<file path="src/rtl/mul_arb.sv">
// Two-requester round-robin front end for a shared 32-bit M-extension multiplier.
// Operands are registered in S1 (_p1) and results in S2 (_p2); each result returns to its issuer with its tag.
module mul_arb #(
    parameter int TAG_W = 5
) (
    input  logic                  clk,
    input  logic                  rst,
    input  logic [1:0]            req_valid,
    output logic [1:0]            req_ready,
    input  logic [1:0][31:0]      req_a,
    input  logic [1:0][31:0]      req_b,
    input  logic [1:0][2:0]       req_mulop,
    input  logic [1:0][TAG_W-1:0] req_tag,
    input  logic [1:0]            flush,
    output logic [1:0]            resp_valid,
    input  logic [1:0]            resp_ready,
    output logic [31:0]           resp_data,
    output logic [TAG_W-1:0]      resp_tag
);
    localparam logic [2:0] MUL_OP     = 3'd0;
    localparam logic [2:0] MUL_OP_H   = 3'd1;
    localparam logic [2:0] MUL_OP_HSU = 3'd2;
    localparam logic [2:0] MUL_OP_HU  = 3'd3;

    function automatic logic [31:0] mul(input logic [31:0] a, input logic [31:0] b,
                                        input logic [2:0] op);
        logic               sa_s, sb_s;
        logic signed [32:0] sa, sb;
        logic signed [63:0] p;
        case (op)
            MUL_OP_H:   begin sa_s = 1'b1; sb_s = 1'b1; end
            MUL_OP_HSU: begin sa_s = 1'b1; sb_s = 1'b0; end
            MUL_OP_HU:  begin sa_s = 1'b0; sb_s = 1'b0; end
            default:    begin sa_s = 1'b0; sb_s = 1'b0; end
        endcase
        sa = {sa_s & a[31], a};
        sb = {sb_s & b[31], b};
        p  = sa * sb;
        mul = (op == MUL_OP) ? p[31:0] : p[63:32];
    endfunction

    logic             vld_p1_q, vld_p1_d, own_p1_q, own_p1_d;
    logic [31:0]      a_p1_q, a_p1_d, b_p1_q, b_p1_d;
    logic [2:0]       op_p1_q, op_p1_d;
    logic [TAG_W-1:0] tag_p1_q, tag_p1_d;
    logic             vld_p2_q, vld_p2_d, own_p2_q, own_p2_d;
    logic [31:0]      res_p2_q, res_p2_d;
    logic [TAG_W-1:0] tag_p2_q, tag_p2_d;
    logic             last_q, last_d;
    logic             stall, accept_ok, hs, hs_idx;
    logic [1:0]       elig, grant;

    always_comb begin
        // A flushed S2 entry is about to vanish, so it never holds the pipe.
        stall     = vld_p2_q && !flush[own_p2_q] && !resp_ready[own_p2_q];
        accept_ok = !vld_p1_q || !stall;
        elig      = req_valid & ~flush;
        case (elig)
            2'b01:   grant = 2'b01;
            2'b10:   grant = 2'b10;
            2'b11:   grant = last_q ? 2'b01 : 2'b10;
            default: grant = 2'b00;
        endcase
        // Handshakes are blocked during reset so no request is silently dropped.
        req_ready = (accept_ok && !rst) ? grant : 2'b00;
        hs        = |req_ready;
        hs_idx    = req_ready[1];
        last_d    = hs ? hs_idx : last_q;

        vld_p2_d = vld_p2_q;
        own_p2_d = own_p2_q;
        res_p2_d = res_p2_q;
        tag_p2_d = tag_p2_q;
        if (!stall) begin
            vld_p2_d = vld_p1_q && !flush[own_p1_q];
            own_p2_d = own_p1_q;
            res_p2_d = mul(a_p1_q, b_p1_q, op_p1_q);
            tag_p2_d = tag_p1_q;
        end

        vld_p1_d = vld_p1_q && stall && !flush[own_p1_q];
        own_p1_d = own_p1_q;
        a_p1_d   = a_p1_q;
        b_p1_d   = b_p1_q;
        op_p1_d  = op_p1_q;
        tag_p1_d = tag_p1_q;
        if (hs) begin
            vld_p1_d = 1'b1;
            own_p1_d = hs_idx;
            a_p1_d   = req_a[hs_idx];
            b_p1_d   = req_b[hs_idx];
            op_p1_d  = req_mulop[hs_idx];
            tag_p1_d = req_tag[hs_idx];
        end

        resp_valid    = 2'b00;
        resp_valid[0] = vld_p2_q && !own_p2_q && !flush[0] && !rst;
        resp_valid[1] = vld_p2_q &&  own_p2_q && !flush[1] && !rst;
        resp_data     = vld_p2_q ? res_p2_q : '0;
        resp_tag      = vld_p2_q ? tag_p2_q : '0;
    end

    // S1 and S2 stage boundaries; only valids and the arbiter pointer are reset.
    always_ff @(posedge clk) begin
        if (rst) begin
            vld_p1_q <= 1'b0;
            vld_p2_q <= 1'b0;
            last_q   <= 1'b1;
        end else begin
            vld_p1_q <= vld_p1_d;
            vld_p2_q <= vld_p2_d;
            last_q   <= last_d;
        end
        own_p1_q <= own_p1_d;
        a_p1_q   <= a_p1_d;
        b_p1_q   <= b_p1_d;
        op_p1_q  <= op_p1_d;
        tag_p1_q <= tag_p1_d;
        own_p2_q <= own_p2_d;
        res_p2_q <= res_p2_d;
        tag_p2_q <= tag_p2_d;
    end
endmodule

</file>
<file path="config.mk">
export PLATFORM = sky130hd
export DESIGN_NAME = mul_arb
export DESIGN_NICKNAME = d
export VERILOG_FILES = /design/src/rtl/mul_arb.sv
export SDC_FILE = /design/constraint.sdc
export NUM_CORES = 2
export LEC_CHECK = 0
export CORE_MARGIN = 4
export CORE_UTILIZATION = 55
export DETAILED_ROUTE_END_ITERATION = 8
export PLACE_DENSITY = 0.77
export SKIP_LAST_GASP = 1
export SYNTH_ARGS = -nofsm -noshare
export SYNTH_HDL_FRONTEND = slang
export SYNTH_SLANG_ARGS = --single-unit
export TNS_END_PERCENT = 5
</file>
<file path="constraint.sdc">
create_clock -name clk -period 11.7 [get_ports clk]
set_input_delay 1.755 -clock clk [delete_from_list [all_inputs] [get_ports clk]]
set_output_delay 1.755 -clock clk [all_outputs]
set_load 0.01 [all_outputs]
</file>
# Word-level counts from Yosys, hierarchy flattened
# Cells that the tools add are included.
dict set report totals {
  inputBits 152
  word_cells 74
  reg_bits 114
  output_inout_bits 41
}
dict set report classes {
  n_lt_le_gt_ge 3
  n_eq_ne 5
  n_mul 1
  reduce_logical 25
  n_mux 25
  n_bitwise 4
}
# operator n
set op_table {}
lappend op_table {{32-bit two-way mux} 6}
lappend op_table {{33-bit by 33-bit multiplier with 64-bit output} 1}
lappend op_table {{5-bit two-way mux} 3}
lappend op_table {{1-bit logical AND} 12}
lappend op_table {{1-bit two-way mux} 11}
lappend op_table {{1-bit zero test} 9}
lappend op_table {{1-bit by 2-bit < comparator with 1-bit output, second input constant} 3}
lappend op_table {{3-bit two-way mux} 2}
lappend op_table {{2-bit one-hot mux with 3 select lines} 1}
lappend op_table {{2-bit equality test, second input constant} 2}
lappend op_table {{2-bit two-way mux} 2}
lappend op_table {{2-bit OR reduction} 2}
lappend op_table {{3-bit by 1-bit equality test with 1-bit output, second input constant} 1}
lappend op_table {{3-bit by 2-bit equality test with 1-bit output, second input constant} 1}
lappend op_table {{3-bit zero test} 1}
lappend op_table {{1-bit bitwise AND} 2}
lappend op_table {{2-bit bitwise AND} 1}
lappend op_table {{2-bit by 1-bit equality test with 1-bit output, second input constant} 1}
lappend op_table {{2-bit NOT} 1}
lappend op_table {{1-bit logical OR} 1}

# Logic depth before layout (Yosys ltp)
dict set report depth {
  word_depth 11
  ltp_mapped 31
  mapped_depth_nobuf 29
}

# Worst setup path before layout
# Ideal clock, no wire load.
dict set report synth_timing {
  kind {reg-to-reg}
  from {reg op_p1_q[0]}
  to {reg res_p2_q[28], data pin}
  t_required_ns 11.436
  t_arrival_ns 8.158
  path_slack_ns 3.278
  period_less_slack_ns 8.422
  setup_time_ns 0.264
  n_path_buf 1
  path_stages_with_launch 29
  path_cell_list {edfxtp_1 xnor2_1 nor3b_1 clkbuf_1 nand2_1 fa_1 fa_1 inv_1 fa_1 inv_1 fa_1 inv_1 fa_1 fa_1 fa_1 inv_1 fa_1 inv_1 ha_1 inv_1 o21ai_0 a2111oi_0 o221ai_1 o211ai_1 o2111ai_1 a31oi_1 o21bai_1 xnor2_1 o21ai_1}
}
dict set report synth_between {
  elab_chain_len 7
}
# item line_no
set synth_lines {}
lappend synth_lines {{start, declared} 44} ;# logic [2:0] op_p1_q, op_p1_d;
lappend synth_lines {{start signal, assigned} 117} ;# op_p1_q <= op_p1_d;
lappend synth_lines {{3-bit by 1-bit equality test with 1-bit output / 3-bit by 2-bit equality test with 1-bit output (equally long branches)} 30} ;# case (op)
lappend synth_lines {{2-bit OR reduction (no source line)} --}
lappend synth_lines {{1-bit two-way mux} 30}
lappend synth_lines {{1-bit two-way mux} 74} ;# if (!stall) begin
lappend synth_lines {{1-bit bitwise AND} 36} ;# sa = {sa_s & a[31], a};
lappend synth_lines {{33-bit by 33-bit multiplier with 64-bit output} 38} ;# p = sa * sb;
lappend synth_lines {{32-bit two-way mux (*)} 39} ;# mul = (op == MUL_OP) ? p[31:0] : p[63:32];
lappend synth_lines {{end signal, assigned} 120} ;# res_p2_q <= res_p2_d;
lappend synth_lines {{end, declared} 47} ;# logic [31:0] res_p2_q, res_p2_d;
# Mark *: on every way between the ends. The rest lies on a longest branch, timed or not. The select of a mux whose other input is x is not followed.
# A chain may end at the register's enable or synchronous reset.

# Final worst setup path
# Same ends and word-level chain as after synthesis.

==> summary.md <==
| Metric | Value |
|---|---|
| Grt ovf | 0 |
| Row count | around 100 |
| Max FO, Critical Path | 31 |
| Max Transition Viols Final | 0 |
| Post-synthesis mux area share | 0.000698 |
| Total GRT Usage | 0.299 |
| Mapped Nets | about 6200 |
| Die W | ~290 µm |
| CP bufs+invs | 8 |
| Port Buffers | 192 |
| Core outline area | roughly 77000 µm² |
| CP Launch Type | flop |
| CTS tree | built |
| Hold-fix buffers, CTS | 0 |
| Vias in the first global route | approximately 35000 |
| Via-to-Cell Ratio | about 5.5 |
| Largest stage delay on the critical path | ~0.75 ns |
| Detailed Route Iter0 Violations | between 2000 and 2500 |
| Clock transition at path regs | about 0.070 ns |
| Syn Area/Cell | about 9 µm² |
| Required time of the critical path | around 12 ns |
| Rel. slew slack | 0.178 |
| Final setup vio count | 0 |
| Final total negative setup slack | 0 ns |
| R2R cell count | 30 |
| Die height | between 200 and 300 µm |
| Fin util | 0.599 |
| Total Wirelength | between 100 and 150 mm |
| Fill cell count | 6577 |
| Hold Vio Cnt, Final | 0 |
| Post-Syn Area | 43000 µm² |
| Layout cells sized above 1 | 0.0270 |
| NumNets Final | 6255 |
| Worst Setup Path Type | reg -> reg |
| Tmin final | 9.37 ns |
| Worst path slowest cell | fa_1 |
| Hold Path Origin | tag_p1_q[1] |
| Compound-Gate Fraction of Synth Area | 0.0357 |
| Num Clock Sinks | 114 |
| DP HPWL | between 90 and 100 mm |
| Resized Gates After CTS | 0 |
| Status | complete, no violations |
| Post-synth cell types | 67 |
| CTS Buf Count | 17 |
| Placed instance count | about 5800 |
| Worst-skew pair later-pin latency | 0.47 ns |
| Htree depth | 4 |
| Combinational family with the most area after synthesis | adder cells |
| Max Clk Rate | approximately 110 MHz |
| Post CTS Setup Buffer Count | 0 |
| DR WL/cell | approximately 20 µm |
| First-pass GRT wire length | roughly 190 mm |
| Starting Density | 0.556 |
| Max-cap violations | 0 |
| Gp weighted congestion | a little under 1 |
| Vias | 31900 |
| Ys Warns | 0 |
| Actual slew at the worst max-slew pin | between 1 and 1.5 ns |
| Area grow syn2layout | 7.87% |
| Skew final | roughly 0.019 ns |
| Crit path arrival time | between 9 and 10 ns |
| Number of remaining DRC errors | 0 |
| Largest net degree at the start of global routing | 76 |
| Final std cells w/o fill | approximately 5800 |
| Cell family with most CP delay | adder cells |
| Endpoint class of the critical path | flop |
| Most common cell after layout, fill and taps aside | inv_1 |
| Top_reg_cell synth | edfxtp_1 |
| Tightest Hold Check Type | reg -> reg |
| Ys async rst share | 0 |
| Post-synthesis adder-cell area fraction | 0.585 |
| EDFF count, synth | roughly 110 |
| XOR/XNOR share of the synthesized area | 0.0149 |
| Final period util | 0.801 |
| Antenna violations before repair | 2 |
| I/O pins | a little under 200 |
| Critical path's most frequent cell | fa_1 |
| Most frequent cells in the layout | 1181 x inv_1, 1125 x fa_1, 1023 x nand2_1, 351 x and2_1, 212 x ha_1 |
| Post-Synth Simple-Gate Area | 0.160 |
| CP Depth | 30 |
| TritonRoute pass-1 iters | 6 |
| Hold Path Cell Cnt | 0 |
| Worst Setup SP | op_p1_q[0] |
| CTS max path bufs | 2 |
| Post-synthesis sequential area ratio | 0.0788 |
| RR Startpoint | op_p1_q[0] |
| Hold WS | around 0.42 ns |
| Root buffer cell | clkbuf_16 |
| Cells after synthesis | roughly 4700 |
| Post-synthesis register bit count | roughly 110 |
| RSZ-0062 raised after global routing | false |
| Routed Antenna Nets | 0 |
| Die area | just over 80000 µm² |
worst register-to-register path, delay by kind of cell, from the launching register on:
| family | cells | cell delay (ns) |
|---|---|---|
| buffers and inverters | 8 | 1.44 |
| AND/OR/NAND/NOR | 2 | 0.24 |
| XOR/XNOR | 2 | 0.43 |
| AO/OA/AOI/OAI | 9 | 1.69 |
| flip-flops | 1 | 0.47 |
| adder cells (fa/ha/maj) | 9 | 4.87 |
routing by layer:
layer,vias to the layer above,GRT usage,share of wire
li1,13600,-,-
met1,16500,0.363,0.36
met2,1382,0.528,0.51
met3,353,0.0503,0.072
met4,0,0.132,0.052
met5,-,0,0
sequential cells by signal, summed over array words and instances (netlist names):
register	cells
vld_p1_q	1
last_q	1
a_p1_q	32
own_p2_q	1
b_p1_q	32
vld_p2_q	1
tag_p1_q	5
tag_p2_q	5
own_p1_q	1
op_p1_q	3
res_p2_q	32
final cells by class:
| type | count | area (µm²) | area share |
|---|---|---|---|
| diodes | 1 | 2.50 | 0.0000539 |
| repair buffers | 261 | 2440 | 0.0526 |
| clock inverters | 14 | 131 | 0.00283 |
| clock buffers | 17 | 425 | 0.00916 |
| multi-input cells | 3190 | 34300 | 0.739 |
| well taps | 1040 | 1300 | 0.0280 |
| inverters | 1182 | 4440 | 0.0956 |
| flip-flops and latches | 114 | 3390 | 0.0731 |
kinds of logic after synthesis:
kind of cell	Yosys count
simple gates	1532
buf+inv	1430
fa+ha+maj	1337
compound gates	245
flops	114
xor+xnor	73
mux	3
through the flow:
step                area, µm²  setup slack [ns]
floorplan               43000              3.28
global placement        45900              2.45
detailed placement      45900              2.27
CTS                     46400              2.30
global route            46400              1.70
finish                  46400              2.33
synthesized netlist by cell type, types with 4 or more instances:
master / number / area [µm²]
a21oi_1: 93 / 465
o21ai_0: 43 / 215
a211o_1: 4 / 35.0
xnor2_1: 54 / 473
fa_1: 1125 / 22500
ha_1: 212 / 2650
or3_1: 6 / 37.5
nor3_1: 9 / 45.0
nand3_1: 7 / 35.0
buf_1: 6 / 22.5
o221ai_1: 4 / 35.0
clkbuf_1: 240 / 901
xor2_1: 19 / 166
a211oi_1: 11 / 82.6
a31oi_1: 8 / 50.1
nor2_1: 63 / 236
o211ai_1: 5 / 37.5
and3_1: 9 / 56.3
o21bai_1: 14 / 105
nand2_1: 1025 / 3850
and2_1: 351 / 2200
a21o_1: 23 / 173
o21ai_1: 7 / 35.0
nand4_1: 17 / 106
inv_1: 1182 / 4440
edfxtp_1: 111 / 3330
nor2b_1: 9 / 56.3
or2_2: 10 / 62.6
o21a_1: 7 / 52.6
nand2b_1: 8 / 50.1
final timing paths:
path / endpoint / slack [ns]
worst max-delay path: res_p2_q[28] / 2.33
worst min-delay path: tag_p2_q[1] / 0.42
worst max register to register: res_p2_q[28] / 2.33
worst min register to register: tag_p2_q[1] / 0.42
Power is left out: the tool's default activity adds up to more than one toggle a clock period on the data nets, which glitch-free logic cannot reach.
